==> config.mk <==
export PLATFORM = sky130hd
export DESIGN_NAME = ifid_stage_buf
export DESIGN_NICKNAME = d
export VERILOG_FILES = /design/src/rtl/cpu_pipe_pkg.sv /design/src/rtl/pipe_slot.sv /design/src/rtl/ifid_stage_buf.sv
export SDC_FILE = /design/constraint.sdc
export NUM_CORES = 1
export LEC_CHECK = 0
export ABC_CLOCK_PERIOD_IN_PS = 1700
export BUFFER_PORTS_ARGS = -buffer_cell sky130_fd_sc_hd__buf_2
export CORE_UTILIZATION = 45
export CTS_BUF_LIST = sky130_fd_sc_hd__clkbuf_4 sky130_fd_sc_hd__clkbuf_8
export CTS_CLUSTER_DIAMETER = 150
export CTS_CLUSTER_SIZE = 30
export DETAILED_ROUTE_END_ITERATION = 8
export GPL_ROUTABILITY_DRIVEN = 0
export PLACE_DENSITY = 0.69
export SLEW_MARGIN = 30
export SYNTH_ARGS = -nofsm -noshare
export SYNTH_HDL_FRONTEND = slang
export SYNTH_SLANG_ARGS = --single-unit
==> constraint.sdc <==
create_clock -name clk -period 1.7 [get_ports clk]
set_input_delay 0.085 -clock clk [delete_from_list [all_inputs] [get_ports clk]]
set_output_delay 0.085 -clock clk [all_outputs]
set_load 0.01 [all_outputs]
==> src/rtl/cpu_pipe_pkg.sv <==
`default_nettype none
// ============================================================================
// Module   : cpu_pipe_pkg
// Brief    : Shared pipeline constants and slot record for stage buffers.
// Revision : 1.0 - initial release
// ============================================================================
package cpu_pipe_pkg;

    localparam int unsigned c_data_w = 32;
    localparam int unsigned c_pc_w   = 32;
    localparam logic [c_data_w-1:0] c_nop_word = 32'h0000_0000;

    typedef struct packed {
        logic                valid;
        logic [c_data_w-1:0] instr;
        logic [c_pc_w-1:0]   pcplus;
        logic                irq;
    } slot_t;

endpackage
`default_nettype wire

==> src/rtl/pipe_slot.sv <==
`default_nettype none
// ============================================================================
// Module   : pipe_slot
// Brief    : One pipeline slot register with load, clear and bubble controls.
// Revision : 1.0 - initial release
// ============================================================================
module pipe_slot
    import cpu_pipe_pkg::*;
#(
    parameter int unsigned       DATA_W   = c_data_w,
    parameter int unsigned       PC_W     = c_pc_w,
    parameter logic [DATA_W-1:0] NOP_WORD = c_nop_word
) (
    input  logic              clk,
    input  logic              reset,
    input  logic              load,
    input  logic              clear,
    input  logic              bubble,
    input  logic [DATA_W-1:0] d_instr,
    input  logic [PC_W-1:0]   d_pcplus,
    input  logic              d_irq,
    output logic              q_valid,
    output logic [DATA_W-1:0] q_instr,
    output logic [PC_W-1:0]   q_pcplus,
    output logic              q_irq
);

    logic              r_valid;
    logic [DATA_W-1:0] r_instr;
    logic [PC_W-1:0]   r_pcplus;
    logic              r_irq;

    // Bubble and clear both keep pcplus so decode still sees a sane return address.
    always_ff @(posedge clk) begin
        if (reset) begin
            r_valid  <= 1'b0;
            r_instr  <= NOP_WORD;
            r_pcplus <= '0;
            r_irq    <= 1'b0;
        end else if (bubble) begin
            r_valid  <= 1'b1;
            r_instr  <= NOP_WORD;
            r_irq    <= 1'b0;
        end else if (clear) begin
            r_valid  <= 1'b0;
            r_instr  <= NOP_WORD;
            r_irq    <= 1'b0;
        end else if (load) begin
            r_valid  <= 1'b1;
            r_instr  <= d_instr;
            r_pcplus <= d_pcplus;
            r_irq    <= d_irq;
        end
    end

    assign q_valid  = r_valid;
    assign q_instr  = r_instr;
    assign q_pcplus = r_pcplus;
    assign q_irq    = r_irq;

endmodule
`default_nettype wire

==> src/rtl/ifid_stage_buf.sv <==
`default_nettype none
// ============================================================================
// Module   : ifid_stage_buf
// Brief    : IF/ID ready/valid stage with skid slot, flush bubble, sticky irq.
// Revision : 1.0 - initial release
// ============================================================================
module ifid_stage_buf
    import cpu_pipe_pkg::*;
#(
    parameter int unsigned       DATA_W          = c_data_w,
    parameter int unsigned       PC_W            = c_pc_w,
    parameter logic [DATA_W-1:0] NOP_WORD        = c_nop_word,
    parameter bit                BUBBLE_ON_FLUSH = 1'b1
) (
    input  logic              clk,
    input  logic              reset,
    input  logic              flush,
    input  logic              in_valid,
    output logic              in_ready,
    input  logic [DATA_W-1:0] in_instr,
    input  logic [PC_W-1:0]   in_pcplus,
    input  logic              in_irq,
    output logic              out_valid,
    input  logic              out_ready,
    output logic [DATA_W-1:0] out_instr,
    output logic [PC_W-1:0]   out_pcplus,
    output logic              out_irq,
    output logic              irq_pending
);

    logic              w_m_valid;
    logic [DATA_W-1:0] w_m_instr;
    logic [PC_W-1:0]   w_m_pcplus;
    logic              w_m_irq;
    logic              w_s_valid;
    logic [DATA_W-1:0] w_s_instr;
    logic [PC_W-1:0]   w_s_pcplus;
    logic              w_s_irq;

    logic              w_accept;
    logic              w_issue;
    logic              w_main_take;
    logic              w_in_irq_eff;
    logic              w_drop_irq;
    logic              w_main_load;
    logic              w_main_clear;
    logic              w_main_bubble;
    logic [DATA_W-1:0] w_main_instr;
    logic [PC_W-1:0]   w_main_pcplus;
    logic              w_main_irq;
    logic              w_skid_load;
    logic              w_skid_clear;
    logic              r_pend;

    assign in_ready     = ~w_s_valid & ~reset;
    assign w_accept     = in_valid & in_ready;
    assign w_issue      = w_m_valid & out_ready;
    assign w_main_take  = ~w_m_valid | w_issue;
    assign w_in_irq_eff = in_irq | r_pend;

    // Skid entry is always older than the input, so it wins the main slot.
    assign w_main_instr  = w_s_valid ? w_s_instr  : in_instr;
    assign w_main_pcplus = w_s_valid ? w_s_pcplus : in_pcplus;
    assign w_main_irq    = w_s_valid ? w_s_irq    : w_in_irq_eff;

    assign w_main_bubble = flush & BUBBLE_ON_FLUSH;
    assign w_main_clear  = (flush & ~BUBBLE_ON_FLUSH)
                         | (~flush & w_main_take & ~w_s_valid & ~w_accept);
    assign w_main_load   = ~flush & w_main_take & (w_s_valid | w_accept);

    assign w_skid_clear  = flush | (w_main_take & w_s_valid);
    assign w_skid_load   = ~flush & w_accept & w_m_valid & ~w_issue;

    assign w_drop_irq    = (w_m_valid & ~w_issue & w_m_irq) | (w_s_valid & w_s_irq);

    pipe_slot #(
        .DATA_W   (DATA_W),
        .PC_W     (PC_W),
        .NOP_WORD (NOP_WORD)
    ) u_main (
        .clk      (clk),
        .reset    (reset),
        .load     (w_main_load),
        .clear    (w_main_clear),
        .bubble   (w_main_bubble),
        .d_instr  (w_main_instr),
        .d_pcplus (w_main_pcplus),
        .d_irq    (w_main_irq),
        .q_valid  (w_m_valid),
        .q_instr  (w_m_instr),
        .q_pcplus (w_m_pcplus),
        .q_irq    (w_m_irq)
    );

    pipe_slot #(
        .DATA_W   (DATA_W),
        .PC_W     (PC_W),
        .NOP_WORD (NOP_WORD)
    ) u_skid (
        .clk      (clk),
        .reset    (reset),
        .load     (w_skid_load),
        .clear    (w_skid_clear),
        .bubble   (1'b0),
        .d_instr  (in_instr),
        .d_pcplus (in_pcplus),
        .d_irq    (w_in_irq_eff),
        .q_valid  (w_s_valid),
        .q_instr  (w_s_instr),
        .q_pcplus (w_s_pcplus),
        .q_irq    (w_s_irq)
    );

    // While reset is held, in_irq is latched so a request at reset release is kept.
    always_ff @(posedge clk) begin
        if (reset) begin
            r_pend <= in_irq;
        end else if (flush) begin
            r_pend <= r_pend | w_drop_irq | in_irq;
        end else if (w_accept) begin
            r_pend <= 1'b0;
        end else if (in_irq & ~in_valid) begin
            r_pend <= 1'b1;
        end
    end

    assign out_valid   = w_m_valid;
    assign out_instr   = w_m_instr;
    assign out_pcplus  = w_m_pcplus;
    assign out_irq     = w_m_irq;
    assign irq_pending = r_pend;

endmodule
`default_nettype wire

==> results.py, run 1 <==
metrics = {
    "sta": {
        "whs_ps": 74.48,
        "hold_violations": 0,
        "post-route-period-util_pct": 91.22,
        "slew_headroom_pct": 44.75,
        "fin_skew_ps": 7.743,
        "finalSetupViolCount": 0,
        "grt_setup_unrepaired": "false",
        "period_minus_slack_ps": 1551,
        "tightestPinTransition_ps": 828.8,
        "final.setup.tns_ps": 0,
        "slew_viol_final": 0,
        "fmax_ghz": 0.6449,
    },
    "grt": {
        "track_usage_pct": 22.05,
        "grt_max_degree": 66,
        "grt_pass1_wl_um": 22320,
        "grt_antenna_before_repair": 0,
        "grt_pass1_vias": 4747,
        "overflow": 0,
    },
    "clock_network": {
        "htreeDepth": 4,
        "clk_path_buf_depth": 2,
        "cts_root_buffer": "clkbuf_8",
        "postCtsSetupBuffers": 0,
        "cts_tree": "built",
        "numCtsBuffers": 17,
        "path_clk_slew_ps": 70,
        "cts_sinks": 133,
        "worstSkewPairLatency_ps": 440,
    },
    "yosys": {
        "avgSynthCellArea_sq_um": 9.266,
        "syn_area_sq_mm": 0.005532,
        "yosys.area.top_type": "dfxtp_1",
        "synth_top_area_share_pct": 47.77,
        "ys_types": 23,
        "syn_nets": 667,
        "postSynthCellCount": 597,
        "ys_seq_elements": 133,
        "seq_area_frac_synth_pct": 48.31,
        "ys_warn_count": 0,
        "ys_top_cells_by_area": "dfxtp_1 (48%), mux2i_1 (12%), a211oi_2 (12%), nand2_1 (9.0%), a21oi_1 (6.1%)",
    },
    "route": {
        "drtPass1Iterations": 4,
        "vias_per_cell": 5.117,
        "drtIter0Drc": 210,
        "drc": 0,
        "wire_per_inst_um": 14.17,
        "num_vias": 4856,
        "ant_nets": 0,
        "drt-total-wl_um": 13450,
    },
    "worst_setup_path": {
        "start_kind": "flip-flop",
        "cp.arrival_ps": 1900,
        "crit_fanout": 32,
        "worstSetupPathType": "reg2reg",
        "setup.worst_path.end_class": "flip-flop",
        "worstPathRequired_ps": 2050,
    },
    "power_and_ir_drop": {
        "p_leak_nw": 2.724,
        "power_density_mw_per_mm2": 848.2,
        "irDropWorstVdd_mv": 0.5696,
        "finalPower_mw": 6.303,
    },
    "placement": {
        "io_buffer_count": 137,
        "place_hpwl_um": 8533,
        "dpl_cell_area_sq_mm": 0.006405,
    },
    "floorplanning": {
        "num_rows": 40,
        "fp.dieH_um": 112.9,
        "die_area_sq_mm": 0.01274,
        "core_sq_mm": 0.01201,
        "die_w_um": 112.9,
        "ioPinCount": 138,
        "start_util_pct": 46.05,
    },
    "run": {
        "drv_cap": 0,
    },
    "layout": {
        "drive_gt1_share_pct": 30.80,
        "stdcell_area_sq_mm": 0.007431,
        "utilization_pct": 61.86,
        "antennaDiodeCount": 0,
        "final_common_cell": "buf_2",
        "final_cell_mix": "buf_2 (137), nand2_1 (132), dfxtp_1 (131)",
        "nNetsFinal": 860,
        "syn_to_final_growth_pct": 34.34,
    },
    "worst_hold_path": {
        "holdCritPathClass": "in2reg",
    },
    "status": {
        "outcome": "complete, no violations",
    },
}
-- sequential cells by signal, indices dropped and copies added (netlist names) --
name,cells
u_skid.q_irq,1
u_skid.q_valid,1
u_main.q_valid,1
u_skid.q_instr,32
irq_pending,1
u_main.q_irq,1
u_skid.q_pcplus,32
u_main.q_instr,32
u_main.q_pcplus,32
-- worst max-delay path, stage by stage, from the launching register on --
cell and delay (ps):
dfxtp_4 420, inv_2 80, a211oi_4 230, buf_4 240, buf_12 200, nor2_1 60
a211oi_1 220
-- per-layer routing --
| layer | GRT usage (%) | vias to the layer above | routed length (um) |
|---|---|---|---|
| met5 | 0 | - | 0 |
| met4 | 7.895 | 0 | 113 |
| met3 | 6.267 | 12 | 844 |
| met2 | 38.52 | 140 | 6619 |
| met1 | 25.86 | 2278 | 5868 |
| li1 | - | 2426 | - |
-- kinds of logic after synthesis --
family / synth area share, %
multiplexers: 11.76
buffers and inverters: 5.202
flip-flops: 48.31
AO/OA/AOI/OAI: 20.29
AND/OR/NAND/NOR: 14.43
-- synthesized netlist by cell type --
cell type  instances
mux2i_1           65
o31ai_2            1
buf_6              5
nand4_1            1
nand3_1            1
buf_2             20
dfxtp_1          132
nand2b_1           1
a21oi_1           67
o21ai_0            2
clkbuf_1          15
a211oi_2          51
buf_4              8
nor2b_1            2
o21ai_1            1
nand2_1          132
buf_1              3
and3_1             1
nor2_1            71
edfxtp_1           1
inv_2              1
a22o_1             1
a211oi_1          15
-- metrics by stage --
step | cells | setup slack (ps)
after floorplan | 597 | 195.4
after global placement | 851 | 212.6
after detailed placement | 851 | 128.4
after CTS | 949 | 65.20
after global routing | 949 | 12.04
final | 949 | 149.3
-- final timing paths --
| path | depth (start not counted) | from | slack [ps] | to |
|---|---|---|---|---|
| worst min-delay path | 2 | reset | 70 | irq_pending$_DFFE_PP_ |
| worst max register to register | 6 | u_skid.q_valid$_SDFFE_PP0P_ | 150 | u_main.q_instr[0]$_SDFFE_PP0P_ |
| worst max-delay path | 6 | u_skid.q_valid$_SDFFE_PP0P_ | 150 | u_main.q_instr[0]$_SDFFE_PP0P_ |
| worst min register to register | 2 | u_skid.q_instr[7]$_SDFFE_PP0P_ | 460 | u_skid.q_instr[7]$_SDFFE_PP0P_ |
-- power by group --
group	total (mW)	switching (mW)	internal, mW	leakage, nW
logic	0.697	0.360	0.337	1.45
clock network	2.39	1.17	1.22	0.191
registers	3.22	0.0344	3.18	1.08
total	6.30	1.56	4.74	2.72
-- what timing repair did --
item,4_1_cts,5_1_grt
setup endpoints to repair,0,1
hold buffers,67,0
hold endpoints to repair,82,0
resized for setup,0,1
-- layout make-up --
class	instances	area, sq um
fill	1008	4581
sequential	133	2676
multi-input combinational	412	2600
timing repair buffer	225	1614
clock buffer	20	269.0
tap	147	183.9
clock inverter	11	83.83
inverter	1	3.754
Note: power is estimated with default switching activity, not from simulation.
==> inputs of run 2 (changes only) <==
ABC_AREA = 1   (was not set)
SLEW_MARGIN = not set   (was 30)
==> run 2 against run 1 <==
Net effect: register-to-register slack improved by 100 ps; final cell count rose by 33%; sequential share of layout area fell by 1.5 points; sequential cell count did not move; critical path depth fell by 2; hold slack got worse by 32 ps; final area rose by 4.1%; wire length rose by 5.5%; utilization fell by 1.1 points; setup slack improved by 100 ps; critical endpoint is now u_main.q_instr[8]$_SDFFE_PP0P_; highest routed layer unchanged.
==> results.py, run 2 <==
metrics = {
    "yosys": {
        "synth-edff-count": 1,
        "seq_area_frac_synth_pct": 45.30,
        "synth.most_common_cell": "nand2_1",
        "synth_top_area_share_pct": 44.79,
        "yosys.area.top_type": "dfxtp_1",
        "postSynthCellCount": 900,
        "syn_nets": 970,
        "syn_area_sq_mm": 0.005899,
        "ys_seq_elements": 133,
        "avgSynthCellArea_sq_um": 6.555,
        "synth-main-ff-cell": "dfxtp_1",
        "ys_types": 22,
        "ys_warn_count": 0,
        "ys_async_sr_fraction_pct": 0,
        "synthTopCellsByCount": "nand2_1 (290), nor2_1 (198), dfxtp_1 (132), inv_1 (69), o21ai_0 (48)",
        "ys_top_cells_by_area": "dfxtp_1 (45%), nand2_1 (18%), nor2_1 (13%), inv_1 (4.4%), o21ai_0 (4.1%)",
    },
    "sta": {
        "finalSetupViolCount": 0,
        "grt_setup_unrepaired": "false",
        "period_minus_slack_ps": 1450,
        "hold_violations": 0,
        "slew_headroom_pct": 74.87,
        "tightestPinTransition_ps": 377.0,
        "slew_viol_final": 0,
        "fmax_ghz": 0.6898,
        "fin_skew_ps": 6.616,
        "final.setup.tns_ps": 0,
        "post-route-period-util_pct": 85.27,
        "whs_ps": 42.50,
    },
    "clock_network": {
        "cts_sinks": 133,
        "ctsHoldBuffers": 66,
        "numCtsBuffers": 17,
        "clk_path_buf_depth": 2,
        "htreeDepth": 4,
        "path_clk_slew_ps": 70,
        "cts_tree": "built",
        "cts_root_buffer": "clkbuf_8",
        "worstSkewPairLatency_ps": 440,
        "postCtsSetupBuffers": 0,
        "post_cts_resized": 0,
    },
    "route": {
        "vias_per_cell": 4.556,
        "drc": 0,
        "drt-total-wl_um": 14180,
        "num_vias": 5759,
        "wire_per_inst_um": 11.22,
        "ant_nets": 0,
        "drtPass1Iterations": 4,
        "drtIter0Drc": 372,
    },
    "grt": {
        "overflow": 0,
        "grt_pass1_wl_um": 23980,
        "grt_antenna_before_repair": 0,
        "grt_max_degree": 73,
        "track_usage_pct": 22.56,
        "grt_pass1_vias": 5358,
    },
    "floorplanning": {
        "die_w_um": 116.5,
        "fp.dieH_um": 116.5,
        "die_area_sq_mm": 0.01357,
        "core_sq_mm": 0.01272,
        "num_rows": 41,
        "ioPinCount": 138,
        "start_util_pct": 46.37,
    },
    "worst_setup_path": {
        "worstSetupPathType": "reg2reg",
        "reg2reg_depth": 4,
        "regToRegSetupSlack_ps": 250,
        "timing.rr.end": "u_main.q_instr[8]$_SDFFE_PP0P_",
        "cp_cell_sequence": "o21bai_4, buf_4, nand3_1, a21oi_1",
        "path_buf_inv": 1,
        "cp_slowest_stage_delay_ps": 480,
        "worstPathRequired_ps": 2070,
        "cp.arrival_ps": 1820,
        "critPathTopFamily": "flip-flops",
        "setup.worst_path.end_class": "flip-flop",
        "reg2reg_from": "u_skid.q_valid$_SDFFE_PP0P_",
        "startpoint": "u_skid.q_valid$_SDFFE_PP0P_",
        "crit_fanout": 32,
        "slowest_stage": "dfxtp_1",
        "start_kind": "flip-flop",
    },
    "run": {
        "drv_cap": 0,
    },
    "status": {
        "outcome": "complete, no violations",
    },
    "power_and_ir_drop": {
        "power_density_mw_per_mm2": 834.5,
        "finalPower_mw": 6.454,
        "irDropWorstVdd_mv": 0.4503,
        "p_leak_nw": 3.891,
    },
    "layout": {
        "nNetsFinal": 1151,
        "final_cell_mix": "nand2_1 (289), nor2_1 (198), buf_2 (137)",
        "drive_gt1_share_pct": 17.67,
        "fillers": 1252,
        "utilization_pct": 60.79,
        "fin_cells": 1264,
        "final_common_cell": "nand2_1",
        "syn_to_final_growth_pct": 31.09,
        "antennaDiodeCount": 0,
    },
    "placement": {
        "place_hpwl_um": 8636,
        "io_buffer_count": 137,
        "dp.cells": 1168,
    },
    "worst_hold_path": {
        "holdPathEnd": "u_main.q_valid$_SDFFE_PP0P_",
        "min_from": "flush",
        "holdCritPathClass": "in2reg",
        "hold-path-cell-count": 3,
    },
}
run 2: how the worst max path moves through the flow:
stage / slack [ps] / end / cells after the start
2_1_floorplan: 400 / u_skid.q_instr[0]$_SDFFE_PP0P_ / 7
3_3_place_gp: 270 / u_main.q_instr[20]$_SDFFE_PP0P_ / 4
3_5_place_dp: 260 / u_skid.q_pcplus[21]$_SDFFE_PP0P_ / 6
4_1_cts: 250 / u_skid.q_pcplus[21]$_SDFFE_PP0P_ / 6
5_1_grt: 130 / irq_pending$_DFFE_PP_ / 5
6_report: 250 / u_main.q_instr[8]$_SDFFE_PP0P_ / 4
run 2: kinds of logic after synthesis:
kind of cell / after synthesis / synth area share, %
compound gates: 112 / 10.14
flops: 133 / 45.30
buf+inv: 129 / 10.14
simple gates: 526 / 34.42
run 2: where the power goes:
| part | switching [mW] | internal (mW) | total, mW | leakage [nW] |
|---|---|---|---|---|
| Combinational | 0.379 | 0.330 | 0.709 | 2.61 |
| Sequential | 0.0324 | 3.19 | 3.22 | 1.08 |
| Clock | 1.13 | 1.39 | 2.52 | 0.202 |
| Total | 1.54 | 4.91 | 6.45 | 3.89 |
run 2: area by class of cell:
| class | count | area [sq um] | share of cell area [%] |
|---|---|---|---|
| repair buffers | 219 | 1567 | 20.26 |
| well taps | 172 | 215.2 | 2.783 |
| clock buffers | 26 | 332.8 | 4.304 |
| inverters | 72 | 270.3 | 3.495 |
| flip-flops and latches | 133 | 2673 | 34.56 |
| multi-input cells | 638 | 2631 | 34.02 |
| clock inverters | 4 | 45.04 | 0.5824 |
run 2: worst register-to-register path, stage by stage (launching register included):
cell and delay, ps:
dfxtp_1 480, o21bai_4 200, buf_4 380, nand3_1 150, a21oi_1 170
run 2: per-layer routing:
metal | GRT usage [%] | part of all wire, %
met1 | 27.95 | 48
met5 | 0 | 0
met3 | 4.722 | 3.7
met2 | 37.91 | 47
met4 | 9.658 | 1.7
run 2: metrics by stage:
step / setup WS (ps) / instance area (sq um)
after global placement: 268.8 / 6695
after CTS: 250.5 / 7734
after global routing: 132.4 / 7734
after detailed placement: 263.7 / 6695
after floorplan: 401.3 / 5899
final: 250.4 / 7734
